$ cat src/rtl/cpu_bus_bridge.sv
// rtl/cpu_bus_bridge.sv - address-decoding bridge from the CPU memory port to RAM and the req/ack IO bus
// Low addresses go straight to the RAM; the IO window stalls the CPU around one bus transaction.
module cpu_bus_bridge #(
   parameter logic [15:0] IO_BASE = 16'hFF00,
   parameter int          TIMEOUT = 255
) (
   input  logic        clk,
   input  logic        reset,
   input  logic [15:0] cpu_address,
   input  logic [31:0] cpu_data,
   input  logic        cpu_wren,
   output logic [31:0] cpu_q,
   output logic        cpu_stall,
   output logic [15:0] ram_address,
   output logic [31:0] ram_data,
   output logic        ram_wren,
   input  logic [31:0] ram_q,
   output logic [7:0]  io_address,
   output logic [31:0] io_wdata,
   output logic        io_we,
   output logic        io_req,
   input  logic        io_ack,
   input  logic [31:0] io_rdata,
   output logic        bus_error
);

   // The counter only ever reaches TIMEOUT-1.
   localparam int CW = (TIMEOUT < 2) ? 1 : $clog2(TIMEOUT);
   localparam logic [CW-1:0] CNT_LAST = CW'(TIMEOUT - 1);

   typedef enum logic [1:0] {
      IDLE    = 2'd0,
      IO_WAIT = 2'd1,
      IO_DONE = 2'd2
   } state_t;

   state_t         state, state_nx;
   logic [CW-1:0]  cnt, cnt_nx;
   logic [31:0]    rdata, rdata_nx;
   logic [7:0]     io_address_nx;
   logic [31:0]    io_wdata_nx;
   logic           io_we_nx;
   logic           io_req_nx;
   logic           bus_error_nx;
   logic           io_hit;

   assign io_hit = (cpu_address >= IO_BASE);

   assign ram_address = cpu_address;
   assign ram_data    = cpu_data;
   assign ram_wren    = cpu_wren & ~io_hit;

   always_ff @(posedge clk) begin
      if (reset) begin
         state      <= IDLE;
         cnt        <= '0;
         rdata      <= '0;
         io_address <= '0;
         io_wdata   <= '0;
         io_we      <= 1'b0;
         io_req     <= 1'b0;
         bus_error  <= 1'b0;
      end else begin
         state      <= state_nx;
         cnt        <= cnt_nx;
         rdata      <= rdata_nx;
         io_address <= io_address_nx;
         io_wdata   <= io_wdata_nx;
         io_we      <= io_we_nx;
         io_req     <= io_req_nx;
         bus_error  <= bus_error_nx;
      end
   end

   always_comb begin
      state_nx      = state;
      cnt_nx        = cnt;
      rdata_nx      = rdata;
      io_address_nx = io_address;
      io_wdata_nx   = io_wdata;
      io_we_nx      = io_we;
      io_req_nx     = io_req;
      bus_error_nx  = bus_error;
      cpu_stall     = 1'b0;
      cpu_q         = ram_q;

      case (state)
         IDLE: begin
            cpu_stall = io_hit;
            if (io_hit) begin
               io_address_nx = cpu_address[7:0];
               io_wdata_nx   = cpu_data;
               io_we_nx      = cpu_wren;
               io_req_nx     = 1'b1;
               cnt_nx        = '0;
               state_nx      = IO_WAIT;
            end
         end
         IO_WAIT: begin
            cpu_stall = 1'b1;
            // Ack takes priority over a timeout landing in the same cycle.
            if (io_ack) begin
               rdata_nx  = io_rdata;
               io_req_nx = 1'b0;
               state_nx  = IO_DONE;
            end else if (cnt == CNT_LAST) begin
               rdata_nx     = 32'hDEADBEEF;
               bus_error_nx = 1'b1;
               io_req_nx    = 1'b0;
               state_nx     = IO_DONE;
            end else begin
               cnt_nx = cnt + 1'b1;
            end
         end
         IO_DONE: begin
            // CPU still presents the finished IO address here; never restart on it.
            cpu_q    = rdata;
            state_nx = IDLE;
         end
         default: begin
            state_nx = IDLE;
         end
      endcase
   end

endmodule

$ cat config.mk
export PLATFORM = sky130hd
export DESIGN_NAME = cpu_bus_bridge
export DESIGN_NICKNAME = d
export VERILOG_FILES = /design/src/rtl/cpu_bus_bridge.sv
export SDC_FILE = /design/constraint.sdc
export NUM_CORES = 1
export LEC_CHECK = 0
export ABC_AREA = 1
export CELL_PAD_IN_SITES_DETAIL_PLACEMENT = 1
export CELL_PAD_IN_SITES_GLOBAL_PLACEMENT = 1
export CORE_ASPECT_RATIO = 0.5
export CORE_MARGIN = 2
export CORE_UTILIZATION = 23
export DETAILED_ROUTE_END_ITERATION = 10
export GPL_TIMING_DRIVEN = 1
export PLACE_DENSITY_LB_ADDON = 0.1
export SLEW_MARGIN = 20
export SYNTH_ARGS = -nofsm -noshare
export SYNTH_HDL_FRONTEND = slang
export SYNTH_SLANG_ARGS = --single-unit
$ cat constraint.sdc
create_clock -name clk -period 1.59 [get_ports clk]
set_clock_uncertainty 0.2 [all_clocks]
set_input_delay 0.159 -clock clk [delete_from_list [all_inputs] [get_ports clk]]
set_output_delay 0.159 -clock clk [all_outputs]
set_load 0.1 [all_outputs]
==> results.txt, run 1 <==
----------------------------------------------------
[Floorplan]
  Starting utilization of the core area ... 0.233
  Num ports ... 241
  Die X-Extent ... 191 µm
  Placeable core region ... 0.0172 mm²
  Number of placement rows ... 34
  Y dimension of the die ... 97.4 µm
  Area enclosed by the die boundary ... 0.0186 mm²

[Global routing]
  Gr ovfl total ... 0
  Global-route wire length before repair ... 24.0 mm
  Largest net degree at the start of global routing ... 46
  Global-route layer with the greatest usage ... met2
  GRT met3 Usage ... 0.0625
  Total global routing track utilization ... 0.163
  Met2 capacity usage during global routing ... 0.282
  Initial antenna violation count ... 1
  Number of global-route vias before repair ... 4,472
  Met1 layer usage reported by global route ... 0.191

[Timing]
  Post-layout min period ... 1.89 ns
  Actual transition at the worst max-transition pin ... 0.660 ns
  Fmax achieved ... 530 MHz
  Final setup violating endpoints ... 108
  Final setup TNS ... -16.25 ns
  Number of pins exceeding their max-slew limit in the final report ... 0
  Final critical-path setup slack ... -0.297 ns
  Worst Hold Slack ... 0.206 ns
  Final-report hold violation count ... 0
  Slew HR ... 0.560
  Setup repair after global routing missed its margin ... true
  Final period utilization ... 1.19

[Critical path]
  Setup crit start kind ... flop
  Category of the critical setup timing path ... flop to primary output
  Slowest stage cell, crit path ... sky130_fd_sc_hd__dfxtp_2
  Worst R2R End ... rdata[11]
  CP peak stage delay ... 0.35 ns
  Worst-path cell chain ... inv_4, nand2_8, buf_12, mux2_4, buf_12
  Combined buffer and inverter count along the critical path ... 3
  Worst r2r src ... state[0]
  Crit path capture type ... primary output
  CP Data Required Time ... 1.23 ns
  Flop2flop setup slack ... -0.14 ns
  CP arrival ... 1.53 ns
  Family with the most delay on the worst path ... buffers and inverters
  Count of cells along the worst register-to-register path ... 10
  Critical Path Most Common Cell ... sky130_fd_sc_hd__buf_12
  Peak fanout along the critical path ... 9

[Logic synthesis]
  Post-synthesis cell area ... 0.00402 mm²
  Count of mapped cells out of synthesis ... 509
  Sequential element share of the synthesized area ... 0.424
  Yosys warning total ... 0
  Post-synthesis net count ... 627
  Synth Area per Inst ... 7.89 µm²
  Register bit count reported by yosys ... 85
  Post-synth cell types ... 30

[Clock tree]
  Clock latency of the later-clocked register in the worst-skew pair ... 0.33 ns
  Maximum number of buffers from clock root to sink ... 2
  TritonCTS clock tree ... built
  CTS Buf Count ... 9
  CTS clock-pin slew for the worst setup and hold paths ... 0.06 ns
  Root Buffer Master ... sky130_fd_sc_hd__clkbuf_16
  Clock H-tree levels ... 3
  Total number of clock tree sinks ... 85

[Pwr]
  Switching share of power ... 0.321
  Total power density per cell area ... 662 mW/mm²
  Flop pwr share ... 0.337
  Leakage power summed over all cells ... 3.95 nW
  Worst voltage drop across the vdd grid ... 0.581 mV
  Part of the power in combinational logic ... 0.304
  Power spent charging and discharging nets ... 2.03 mW
  Part of the total power dissipated in the clock network ... 0.360
  Internal power ... 4.30 mW

[Flow run]
  Total of max-cap violations ... 0

[Place]
  Detail Placement HPWL ... 10.9 mm
  Pre-CTS setup slack ... -0.396 ns
  Dpl cell area ... 0.00801 mm²
  Count of port buffers added during placement ... 240
  Placer congestion estimate ... 0.749

[Route]
  Number of DRC violations after detailed routing ... 0
  Number of routed nets with antenna violations ... 0
  Vias post-DR ... 4,360
  Iteration-0 DRC Markers ... 78
  Routed wirelength normalized by instance count ... 16.0 µm
  Total Routed Length ... 16.2 mm
  Length of the first detailed-routing pass in iterations ... 4
  Via count normalized by instance count ... 4.32

[Run status]
  Violations in the final reports ... setup timing
  Status ... complete, but fails checks

[Min path]
  Class of the worst hold path ... primary input to flop
  Cell count of the worst hold path ... 3
  Worst Min Path Start ... io_rdata[22]
  Worst Hold Path EP ... rdata[22]

[Cells and area]
  Net count reported at finish ... 888
  Proportion of layout cells with a drive suffix above 1 ... 0.498
  Layout overhead on the synthesized area ... 138%
  Number of inserted filler cells in the final layout ... 1,762
  Non-Filler Cell Area, Final ... 0.00957 mm²

----------------------------------------------------
what timing repair did:
| item | in CTS | in global routing |
|---|---|---|
| gates cloned | 6 | 7 |
| pin swaps | 27 | 30 |
| hold endpoints to repair | 1 | 0 |
| buffers inserted | 10 | 18 |
| hold buffers | 1 | 0 |
| gates resized for setup | 90 | 111 |
| setup endpoints to repair | 113 | 119 |
cell usage in the layout, fill, tap and decap left out, types with 5 or more instances in the layout:
| master | n |
|---|---|
| sky130_fd_sc_hd__a21oi_1 | 21 |
| sky130_fd_sc_hd__a21oi_2 | 25 |
| sky130_fd_sc_hd__buf_12 | 138 |
| sky130_fd_sc_hd__buf_16 | 5 |
| sky130_fd_sc_hd__buf_4 | 38 |
| sky130_fd_sc_hd__buf_6 | 15 |
| sky130_fd_sc_hd__clkbuf_16 | 14 |
| sky130_fd_sc_hd__clkdlybuf4s50_1 | 106 |
| sky130_fd_sc_hd__dfxtp_1 | 81 |
| sky130_fd_sc_hd__dlymetal6s2s_1 | 7 |
| sky130_fd_sc_hd__inv_1 | 13 |
| sky130_fd_sc_hd__mux2_4 | 23 |
| sky130_fd_sc_hd__nand2_1 | 98 |
| sky130_fd_sc_hd__nand2_2 | 23 |
| sky130_fd_sc_hd__nand2_4 | 18 |
| sky130_fd_sc_hd__nand2_8 | 6 |
| sky130_fd_sc_hd__nand3_1 | 12 |
| sky130_fd_sc_hd__nand4_1 | 6 |
| sky130_fd_sc_hd__nor2_1 | 31 |
| sky130_fd_sc_hd__nor2_4 | 8 |
| sky130_fd_sc_hd__o21ai_2 | 33 |
| sky130_fd_sc_hd__o21ai_4 | 7 |
power groups by stage:
stage / registers [mW] / logic [mW] / clock network, mW
detailed placement: 2.18 / 1.83 / 0
floorplan: 2.20 / 1.04 / 0
finish: 2.13 / 1.92 / 2.28
CTS: 2.13 / 1.90 / 2.36
global placement: 2.18 / 1.82 / 0
global route: 2.13 / 1.98 / 2.45
metal layers:
layer / vias to the layer above / part of all wire
met5: - / 0
li1: 2139 / -
met1: 2076 / 0.41
met3: 10 / 0.072
met2: 135 / 0.51
met4: 0 / 0.0091
sequential cells by signal (all words and copies together) (netlist names):
register,count
io_we,1
io_address,8
bus_error,1
rdata,32
state,2
io_wdata,32
io_req,1
cnt,8
worst register-to-register path: stages, from the launching register on:
cell and delay, ns:
sky130_fd_sc_hd__dfxtp_2 0.35, sky130_fd_sc_hd__inv_4 0.06, sky130_fd_sc_hd__buf_6 0.12, sky130_fd_sc_hd__nor2_4 0.14
sky130_fd_sc_hd__buf_6 0.14, sky130_fd_sc_hd__nand3_4 0.08, sky130_fd_sc_hd__nand2_4 0.09, sky130_fd_sc_hd__buf_6 0.13
sky130_fd_sc_hd__nand2_8 0.08, sky130_fd_sc_hd__buf_12 0.16, sky130_fd_sc_hd__o21ai_2 0.12
per-stage QoR:
step	total power [mW]	std cells	util
after CTS	6.39	985	0.516
after global routing	6.57	1009	0.556
after detailed placement	4.01	952	0.465
final	6.34	1010	0.556
after global placement	4.01	952	0.465
after floorplan	3.24	509	-
synthesized netlist by cell type (all sizes together):
cell type / instances / area share
o21a: 1 / 0.0019
xnor2: 1 / 0.0022
mux2: 23 / 0.065
clkinv: 2 / 0.0019
buf: 60 / 0.11
nand3: 19 / 0.026
a21boi: 1 / 0.0019
inv: 19 / 0.019
o21ai: 43 / 0.071
clkbuf: 13 / 0.012
nand4: 6 / 0.0093
ha: 2 / 0.0062
nor3b: 1 / 0.0019
a21oi: 46 / 0.057
o22ai: 1 / 0.0016
nand2: 144 / 0.14
o21bai: 1 / 0.0019
a21o: 1 / 0.0019
dfxtp: 85 / 0.42
nor2: 40 / 0.046
cells by family after synthesis:
| logic type | after synthesis | share of synthesized area |
|---|---|---|
| xor+xnor | 1 | 0.00218 |
| fa+ha+maj | 2 | 0.00623 |
| buf+inv | 94 | 0.144 |
| simple gates | 210 | 0.222 |
| compound gates | 94 | 0.138 |
| flops | 85 | 0.424 |
| mux | 23 | 0.0645 |
how the worst max path moves through the flow:
stage	start	to	cells after the start
after CTS	state[0]	cpu_q[12]	5
after detailed placement	cpu_address[10]	io_wdata[9]	8
after global placement	cpu_address[10]	cnt[2]	8
final	state[0]	cpu_q[23]	5
after global routing	state[0]	cpu_q[10]	5
after floorplan	state[1]	cpu_q[14]	3
area by class of cell:
type	count	area [µm²]	area share
multi-input cells	332	2450	0.255
inverters	21	93.8	0.00980
well taps	234	293	0.0306
repair buffers	321	4710	0.492
clock buffers	11	233	0.0243
diodes	1	2.50	0.000261
flip-flops and latches	85	1710	0.179
clock inverters	5	85.1	0.00889
(Power assumes the default switching activity.)
==> run 2, diff against run 1 <==
--- a/config.mk
+++ b/config.mk
@@ -9,7 +9,6 @@
 export CELL_PAD_IN_SITES_DETAIL_PLACEMENT = 1
 export CELL_PAD_IN_SITES_GLOBAL_PLACEMENT = 1
 export CORE_ASPECT_RATIO = 0.5
-export CORE_MARGIN = 2
 export CORE_UTILIZATION = 23
 export DETAILED_ROUTE_END_ITERATION = 10
 export GPL_TIMING_DRIVEN = 1
==> results.txt, run 2 (synthesis gave the netlist of run 1 again) <==
----------------------------------------------------
[Clock tree]
  CTS clock-pin slew for the worst setup and hold paths ... 0.07 ns (about the same)
  CTS Buf Count ... 9 (unchanged)
  Maximum number of buffers from clock root to sink ... 2 (unchanged)
  Root Buffer Master ... sky130_fd_sc_hd__clkbuf_16
  Clock H-tree levels ... 3 (unchanged)
  Total number of clock tree sinks ... 85 (unchanged)
  TritonCTS clock tree ... built
  Clock latency of the later-clocked register in the worst-skew pair ... 0.33 ns (about the same)

[Timing]
  Actual transition at the worst max-transition pin ... 0.699 ns (+0.0391 ns)
  Slew HR ... 0.531 (-0.0289)
  Worst Hold Slack ... 0.124 ns (-0.0819 ns)
  Setup repair after global routing missed its margin ... true
  Final-report hold violation count ... 0 (unchanged)
  Fmax achieved ... 533 MHz (+0.60%)
  Final critical-path setup slack ... -0.286 ns (+0.0112 ns)
  Final setup violating endpoints ... 77 (-29%)
  Final setup TNS ... -15.51 ns (+0.737 ns)
  Number of pins exceeding their max-slew limit in the final report ... 0 (unchanged)
  Post-layout min period ... 1.88 ns (-0.0112 ns)
  Final period utilization ... 1.18 (-0.00705)

[Place]
  Detail Placement HPWL ... 10.9 mm (-0.61%)
  Placed cells ... 946 (-0.63%)
  Placer congestion estimate ... 0.737 (-1.5%)
  Count of port buffers added during placement ... 240 (unchanged)
  Pre-CTS setup slack ... -0.432 ns (-0.0358 ns)

[Global routing]
  Number of global-route vias before repair ... 4,295 (-4.0%)
  Initial antenna violation count ... 0 (-1)
  Largest net degree at the start of global routing ... 46 (unchanged)
  Total global routing track utilization ... 0.163 (-0.000769)
  Global-route wire length before repair ... 22.8 mm (-5.2%)
  Gr ovfl total ... 0 (unchanged)

[Floorplan]
  Die X-Extent ... 189 µm (-1.0%)
  Placeable core region ... 0.0167 mm² (-2.9%)
  Y dimension of the die ... 95.4 µm (-2.1%)
  Starting utilization of the core area ... 0.240 (+0.00706)
  Number of placement rows ... 33 (-2.9%)
  Area enclosed by the die boundary ... 0.0180 mm² (-3.1%)
  Num ports ... 241 (unchanged)

[Cells and area]
  Number of standard cells in the final layout excluding fillers ... 981 (-2.9%)
  Most frequent standard cell in the layout excluding fill and tap cells ... sky130_fd_sc_hd__buf_12
  Commonest cells after routing, fill and taps aside ... 134 x sky130_fd_sc_hd__buf_12, 121 x sky130_fd_sc_hd__nand2_1, 108 x sky130_fd_sc_hd__clkdlybuf4s50_1
  Biggest regs ... io_wdata x32, rdata x32
  Layout overhead on the synthesized area ... 123%
  Combined area of the multi-input logic cells ... 0.00226 mm² (-7.6%)
  Net count reported at finish ... 867 (-2.4%)
  Footprint of the flip-flops and latches ... 0.00171 mm² (unchanged)
  Number of inserted filler cells in the final layout ... 1,772 (+0.57%)
  Proportion of layout cells with a drive suffix above 1 ... 0.419 (-0.0790)
  Number of diodes added for antenna fixing ... 0 (-1)

[Run status]
  Violations in the final reports ... setup timing
  Status ... complete, but fails checks

[Critical path]
  Category of the critical setup timing path ... flop to primary output
  CP Data Required Time ... 1.23 ns (about the same)
  Peak fanout along the critical path ... 7 (-2)
  CP arrival ... 1.52 ns (about the same)
  Setup crit start kind ... flop
  Crit path capture type ... primary output

[Route]
  Number of routed nets with antenna violations ... 0 (unchanged)
  Total Routed Length ... 15.0 mm (-7.5%)
  Iteration-0 DRC Markers ... 83 (+6.4%)
  Length of the first detailed-routing pass in iterations ... 4 (unchanged)
  Routed wirelength normalized by instance count ... 15.3 µm (-4.7%)
  Number of DRC violations after detailed routing ... 0 (unchanged)
  Vias post-DR ... 4,230 (-3.0%)
  Via count normalized by instance count ... 4.31 (-0.11%)

[Pwr]
  Worst voltage drop across the vdd grid ... 0.528 mV (-9.2%)
  Leakage power summed over all cells ... 3.60 nW (-8.8%)
  Total power density per cell area ... 670 mW/mm² (+1.2%)
  Total power ... 5.99 mW (-5.5%)

[Min path]
  Class of the worst hold path ... primary input to flop

[Flow run]
  Total of max-cap violations ... 0 (unchanged)

----------------------------------------------------
## run 2: changes by cell type in the layout (fill, tap and decap cells not counted), sizes merged
cell           change
diode              -1
clkbuf             -4
dlygate4sd2        +3
clkdlybuf4s50      +2
bufinv             -2
clkinv             +2
dlymetal6s2s       -5
buf               -17
## run 2: repair_timing
action,CTS,global route
resized for setup,68,63
endpoints found under the setup margin,108,113
hold buffers,1,0
endpoints found under the hold margin,1,0
setup buffers,11,2
pin swaps,30,17
cloned,3,2
## run 2: where the power goes
group	internal, mW	total (mW)	switching, mW
combinational	0.767	1.88	1.12
clock	1.10	1.97	0.872
sequential	2.13	2.13	0.00323
## run 2: path summary, 6_finish.rpt
check                               start   endpoint  slack (ns)  depth (start not counted)
worst max register to register   state[0]  rdata[25]       -0.21                         10
worst min-delay path                reset  rdata[23]        0.12                          4
worst max-delay path             state[0]  cpu_q[10]       -0.29                          5
worst min register to register  rdata[18]  rdata[18]        0.27                          2
## run 2: stage by stage
step	cell area, µm²	utilization
final	8950	0.535
after global routing	8950	0.535
after CTS	8650	0.518
after detailed placement	7990	0.478
after global placement	7990	0.478
after floorplan	4160	-
## run 2: area by class of cell
class                      instances  share of cell area
clock inverter                     5             0.00406
clock buffer                      11              0.0271
inverter                          21             0.00965
timing repair buffer             300               0.484
tap                              227              0.0317
multi-input combinational        332               0.253
sequential                        85               0.191
## run 2: worst max-delay path: stages (launching register included)
cell and delay, ns:
sky130_fd_sc_hd__dfxtp_4 0.36, sky130_fd_sc_hd__inv_4 0.07, sky130_fd_sc_hd__nand2_8 0.08, sky130_fd_sc_hd__clkbuf_16 0.18, sky130_fd_sc_hd__mux2_4 0.31, sky130_fd_sc_hd__buf_12 0.17
## run 2: per-layer routing
metal,global-route usage,up-vias,share of wire
met5,0,-,0
met4,0.0282,0,0.0058
met3,0.0567,8,0.067
met2,0.297,131,0.51
met1,0.187,2002,0.42
li1,-,2089,-
==> run 3, diff against run 2 <==
--- a/config.mk
+++ b/config.mk
@@ -9,6 +9,7 @@
 export CELL_PAD_IN_SITES_DETAIL_PLACEMENT = 1
 export CELL_PAD_IN_SITES_GLOBAL_PLACEMENT = 1
 export CORE_ASPECT_RATIO = 0.5
+export CORE_MARGIN = 4
 export CORE_UTILIZATION = 23
 export DETAILED_ROUTE_END_ITERATION = 10
 export GPL_TIMING_DRIVEN = 1
==> results.txt, run 3 (synthesis gave the netlist of run 1 again) <==
----------------------------------------------------
[Run status]
  Status ... complete, but fails checks
  Violations in the final reports ... setup timing

[Clock tree]
  CTS clock-pin slew for the worst setup and hold paths ... 0.07 ns (about the same)
  Maximum number of buffers from clock root to sink ... 2 (unchanged)
  Post-CTS Hold Buffers ... 0 (-1)
  Clock H-tree levels ... 3 (unchanged)
  Root Buffer Master ... sky130_fd_sc_hd__clkbuf_16
  Clock latency of the later-clocked register in the worst-skew pair ... 0.33 ns (about the same)
  TritonCTS clock tree ... built
  Total number of clock tree sinks ... 85 (unchanged)
  CTS Buf Count ... 9 (unchanged)

[Cells and area]
  Biggest regs ... io_wdata x32, rdata x32
  Proportion of layout cells with a drive suffix above 1 ... 0.456 (+0.0365)
  Number of diodes added for antenna fixing ... 0 (unchanged)
  Commonest cells after routing, fill and taps aside ... 141 x sky130_fd_sc_hd__buf_12, 113 x sky130_fd_sc_hd__nand2_1, 106 x sky130_fd_sc_hd__clkdlybuf4s50_1
  Net count reported at finish ... 890 (+2.7%)
  Non-Filler Cell Area, Final ... 0.00932 mm² (+4.1%)
  Layout overhead on the synthesized area ... 132%
  Most frequent standard cell in the layout excluding fill and tap cells ... sky130_fd_sc_hd__buf_12

[Route]
  Number of DRC violations after detailed routing ... 0 (unchanged)
  Number of routed nets with antenna violations ... 0 (unchanged)
  Iteration-0 DRC Markers ... 116 (+40%)
  Via count normalized by instance count ... 4.34 (+0.67%)
  Total Routed Length ... 17.0 mm (+14%)
  Routed wirelength normalized by instance count ... 16.9 µm (+11%)
  Length of the first detailed-routing pass in iterations ... 4 (unchanged)
  Vias post-DR ... 4,358 (+3.0%)

[Critical path]
  Slowest stage cell, crit path ... sky130_fd_sc_hd__dfxtp_2
  CP Data Required Time ... 1.23 ns (about the same)
  Combined buffer and inverter count along the critical path ... 4 (+1)
  Critical Path Most Common Cell ... sky130_fd_sc_hd__buf_12
  CP peak stage delay ... 0.34 ns (-0.02 ns)
  Setup crit start kind ... flop
  CP arrival ... 1.57 ns (+0.05 ns)
  Peak fanout along the critical path ... 9 (+2)
  Category of the critical setup timing path ... flop to primary output
  Worst-path cell chain ... inv_4, nand2_8, buf_6, buf_12, mux2_4, buf_12
  Family with the most delay on the worst path ... buffers and inverters
  Crit path capture type ... primary output

[Timing]
  Final-report hold violation count ... 0 (unchanged)
  Fmax achieved ... 519 MHz (-2.6%)
  Slew HR ... 0.545 (+0.0138)
  Final setup violating endpoints ... 110 (+43%)
  Setup repair after global routing missed its margin ... true
  Actual transition at the worst max-transition pin ... 0.678 ns (-0.0205 ns)
  Post-layout min period ... 1.93 ns (+0.0494 ns)
  Final period utilization ... 1.21 (+0.0311)
  Number of pins exceeding their max-slew limit in the final report ... 0 (unchanged)
  Final critical-path setup slack ... -0.335 ns (-0.0494 ns)

[Pwr]
  Flop pwr share ... 0.351 (-0.005)
  Leakage power summed over all cells ... 3.82 nW (+6.2%)
  Internal power ... 4.03 mW (+0.75%)
  Part of the power in combinational logic ... 0.316 (about the same)
  Switching share of power ... 0.336 (+0.00365)
  Worst voltage drop across the vdd grid ... 0.488 mV (-7.5%)
  Part of the total power dissipated in the clock network ... 0.333 (+0.003)
  Total power density per cell area ... 652 mW/mm² (-2.7%)
  Power spent charging and discharging nets ... 2.04 mW (+2.4%)

[Global routing]
  Largest net degree at the start of global routing ... 31 (-33%)
  Total global routing track utilization ... 0.164 (+0.00143)
  Number of global-route vias before repair ... 4,673 (+8.8%)
  Global-route wire length before repair ... 26.1 mm (+14%)
  Gr ovfl total ... 0 (unchanged)
  Initial antenna violation count ... 0 (unchanged)

[Floorplan]
  Placeable core region ... 0.0167 mm² (unchanged)
  Starting utilization of the core area ... 0.240 (unchanged)
  Number of placement rows ... 33 (unchanged)
  Num ports ... 241 (unchanged)
  Die X-Extent ... 195 µm (+3.2%)
  Area enclosed by the die boundary ... 0.0198 mm² (+9.7%)
  Y dimension of the die ... 101 µm (+6.3%)

[Place]
  Pre-CTS setup slack ... -0.318 ns (+0.114 ns)
  Detail Placement HPWL ... 11.7 mm (+8.0%)
  Placer congestion estimate ... 0.766 (+4.0%)
  Count of port buffers added during placement ... 240 (unchanged)
  Dpl cell area ... 0.00806 mm² (+0.94%)

[Flow run]
  Total of max-cap violations ... 0 (unchanged)

[Min path]
  Class of the worst hold path ... primary input to flop

----------------------------------------------------
-- run 3: cell types whose count changed in the layout (fill, tap and decap cells not counted), sizes merged --
| cell | previous run | this run |
|---|---|---|
| dlygate4sd3 | 1 | 0 |
| buf | 184 | 208 |
| dlygate4sd2 | 4 | 0 |
| clkinv | 4 | 2 |
| clkinvlp | 3 | 4 |
| clkdlybuf4s50 | 108 | 106 |
| inv | 19 | 21 |
| dlymetal6s2s | 2 | 8 |
| clkbuf | 12 | 11 |
-- run 3: final cells by class --
class | instances | area [µm²]
clock buffer | 10 | 239
tap | 227 | 284
inverter | 21 | 90.1
clock inverter | 6 | 45.0
timing repair buffer | 323 | 4670
multi-input combinational | 332 | 2280
fill | 1761 | 7410
sequential | 85 | 1710
-- run 3: timing repair --
| item | CTS | global route |
|---|---|---|
| endpoints found under the setup margin | 76 | 119 |
| pin swaps | 31 | 21 |
| cloned | 7 | 1 |
| gates resized for setup | 93 | 61 |
| setup buffers | 29 | 9 |
-- run 3: worst paths after layout --
kind | start | endpoint | slack (ns) | depth (start not counted)
hold reg to reg | rdata[9] | rdata[9] | 0.27 | 2
setup / recovery | state[0] | cpu_q[21] | -0.34 | 6
setup reg to reg | state[0] | rdata[5] | -0.21 | 10
hold / removal | reset | rdata[23] | 0.19 | 5
-- run 3: metal layers --
layer	part of all wire	GRT usage
met1	0.43	0.205
met2	0.50	0.288
met3	0.067	0.0528
met4	0.0063	0.0236
met5	0	0
-- run 3: power groups by stage --
stage	logic (mW)	clock network [mW]	registers, mW
2_1_floorplan	1.04	0	2.20
3_3_place_gp	1.84	0	2.18
3_5_place_dp	1.85	0	2.18
4_1_cts	1.91	2.09	2.13
5_1_grt	1.97	2.18	2.13
6_report	1.91	2.02	2.13
-- run 3: per-stage QoR --
step	power [mW]	utilization	TNS, ns	cells	hold WS [ns]
3_5_place_dp	4.03	0.482	-20.48	951	0.255
6_report	6.07	0.557	-17.04	1004	0.186
5_1_grt	6.28	0.557	-26.68	1004	0.196
2_1_floorplan	3.24	-	-1.95	509	0.0977
3_3_place_gp	4.02	0.482	-18.49	951	0.242
4_1_cts	6.13	0.542	-13.86	998	0.169
-- run 3: tightest hold or removal path: stages --
cell                      delay [ns]
sky130_fd_sc_hd__buf_2          0.22
sky130_fd_sc_hd__nor2_4         0.07
sky130_fd_sc_hd__buf_6          0.12
sky130_fd_sc_hd__nand2_2        0.06
sky130_fd_sc_hd__o21ai_2        0.04
==> patch, RTL diff (flow settings as in run 2) <==
Set the parameter `TIMEOUT` to 510 (it was 255).
--- a/src/rtl/cpu_bus_bridge.sv
+++ b/src/rtl/cpu_bus_bridge.sv
@@ -3,5 +3,5 @@
 module cpu_bus_bridge #(
    parameter logic [15:0] IO_BASE = 16'hFF00,
-   parameter int          TIMEOUT = 255
+   parameter int          TIMEOUT = 510
 ) (
    input  logic        clk,
Behaviour: same outputs for any inputs over 10 cycles, from zero or initial values and one cycle with reset high; that may be too few to reach the edited logic, so the function may still have changed.
==> patch against run 2 <==
  * The flow finishes with violations (DRC, setup timing)
  * First-iteration DRC count up 73%
  * Via count up 2.2%
  * Synthesized area up 4.0%
  * Setup slack worse by 0.0017 ns
  * Sequential cell count up 1
  * Final area up 2.4%
  * Power up 6.4%
  * Routed wire length up 5.5%
  * Critical endpoint is now cpu_q[24]
  * Largest power group is now the clock network
  * Highest routed layer unchanged
==> patch: results (changes against run 2) <==
Finish
  • Largest registers ranked by flip-flop count: io_wdata: 32 flops, rdata: 32 flops, cnt: 9 flops
  • # nets final: 886 (+2.2%)
  • Share of final-layout standard cells stronger than drive strength 1: 0.424 (+0.00522)

Power and ir drop
  • Leakage power total: 3.78 nW (+4.8%)
  • VDD IR-drop max: 477 uV (-9.6%)
  • Int Pwr: 0.00424 W (+6.0%)

Drt
  • Total routed wirelength: 15800 um (+5.5%)
  • DRC viols: 28 (+28)
  • Via density: 4.29 (-0.49%)
  • First-iteration detailed-routing DRC count: 144 (+73%)
  • Number of detailed-route iterations in the first pass: 8 (+4)

Clocking
  • Insertion delay of the later-clocked pin in the worst-skew pair: 0.34 ns

Synthesis
  • Fraction of the mapped netlist area in adder cells: 0.00600 (-0.000237)
  • Net Count, Synth: 655 (+4.5%)
  • Cell variety after synth: 29 (-3.3%)
  • Average instance area after synthesis: 7.77 sq um (-1.5%)
  • Synth Area in Compound Gates: 0.178 (+0.0403)
  • Top area cells in the synthesized netlist: sky130_fd_sc_hd__dfxtp_1 (41%), sky130_fd_sc_hd__buf_4 (8.8%), sky130_fd_sc_hd__o21ai_0 (7.2%), sky130_fd_sc_hd__a21oi_1 (6.5%), sky130_fd_sc_hd__mux2_2 (6.5%)
  • Sequential-to-total area share from yosys stat: 0.412 (-0.0113)
  • Post-synth top cells: sky130_fd_sc_hd__dfxtp_1 (86), sky130_fd_sc_hd__inv_1 (66), sky130_fd_sc_hd__nand2_1 (60), sky130_fd_sc_hd__o21ai_0 (60), sky130_fd_sc_hd__a21oi_1 (54)

Global routing
  • Via count of the first global-routing pass: 4380 (+2.0%)
  • Global router's overall resource usage: 0.161 (-0.00191)
  • Maximum number of pins on one net before global-route repair: 74 (+61%)
  • First-pass GRT wire length: 23300 um (+2.1%)

Placed design
  • Final weighted congestion in routability-driven placement: 0.758 (+2.9%)
  • Detailed placer's ending HPWL: 11200 um (+3.1%)
  • DP Cell Count: 973 (+2.9%)

Hold path
  • Startpoint of the worst hold path: io_rdata[4]
  • Worst hold path endpoint: rdata[4]$_SDFFE_PP0P_

Worst setup path
  • FF-to-FF End: io_address[3]$_SDFFE_PP0P_
  • R2r setup slk: -0.08 ns (+0.13 ns)
  • R2r startpoint: state[1]$_SDFFE_PP0P_
  • Max stage delay on crit path: 0.34 ns (-0.02 ns)
  • Critical path's slowest cell: sky130_fd_sc_hd__dfxtp_2

Status
  • Violated checks: DRC, setup timing
  • Run status: finished with violations

STA
  • Setup TNS after final layout: -9.95 ns (+5.56 ns)
  • Total of endpoints with negative setup slack in the final report: 82 (+6.5%)
  • Hold Slack: 0.186 ns (+0.0617 ns)
  • Least setup slack across all paths after layout: -0.288 ns (-0.00168 ns)
  • Worst slew slack as a fraction of its limit: 0.720 (+0.188)
[patch: worst max-delay path by stage]
stage          cells after the start  slack (ns)                  start                        end
6_report                           6       -0.29  state[0]$_SDFFE_PP0P_                  cpu_q[24]
5_1_grt                            6       -0.34  state[0]$_SDFFE_PP0P_                   cpu_q[4]
2_1_floorplan                      4       -0.24  state[0]$_SDFFE_PP0P_                  cpu_q[14]
3_3_place_gp                       7       -0.26        cpu_address[14]   io_wdata[5]$_SDFFE_PP0P_
4_1_cts                            5       -0.32  state[0]$_SDFFE_PP0P_                  cpu_q[13]
3_5_place_dp                       7       -0.34         cpu_address[8]  io_wdata[26]$_SDFFE_PP0P_
[patch: cells by family (layout without fill, tap and decap cells)]
group                    count (synthesis)  after routing
AND/OR/NAND/NOR                        142            142
AO/OA/AOI/OAI                          138            138
multiplexers                            24             24
buffers and inverters                  145            381
flip-flops                              86             86
adder cells (fa/ha/maj)                  2              2
[patch: cell type report]
class,instances,area (sq um)
Fill cell,1842,8410
Timing Repair Buffer,295,4330
Multi-Input combinational cell,306,2200
Sequential cell,86,1730
Tap cell,234,293
Inverter,70,283
Clock buffer,10,239
Clock inverter,6,76.3
[patch: metal layers]
| layer | part of all wire | global-route usage | routed length [um] |
|---|---|---|---|
| met1 | 0.43 | 0.197 | 6730 |
| met2 | 0.49 | 0.266 | 7700 |
| met3 | 0.082 | 0.0632 | 1300 |
| met4 | 0.0055 | 0.0297 | 87 |
| met5 | 0 | 0 | 0 |
[patch: stage by stage]
step	worst slack [ns]	utilization
finish	-0.288	0.521
global route	-0.339	0.521
CTS	-0.317	0.494
detailed placement	-0.340	0.462
global placement	-0.264	0.462
floorplan	-0.240	-
[patch: timing repair]
action / 4_1_cts / 5_1_grt
setup buffers: 4 / 5
pin swaps: 8 / 38
cloned: 3 / 7
hold buffers: 0 / 0
gates resized for setup: 48 / 116
setup endpoints to repair: 75 / 114
hold endpoints to repair: 0 / 0
[patch: power by group through the flow]
| stage | registers [W] | clock network, W | logic (W) |
|---|---|---|---|
| after floorplan | 0.00224 | 0 | 0.00107 |
| after CTS | 0.00216 | 0.00235 | 0.00193 |
| final | 0.00216 | 0.00226 | 0.00195 |
| after detailed placement | 0.00221 | 0 | 0.00191 |
| after global routing | 0.00216 | 0.00244 | 0.00201 |
| after global placement | 0.00221 | 0 | 0.00190 |
[patch: critical path: cells and delay by family (launching register included)]
kind / cells / cell delay, ns
buffers and inverters: 4 / 0.58
flip-flops: 1 / 0.34
AO/OA/AOI/OAI: 1 / 0.15
AND/OR/NAND/NOR: 1 / 0.09
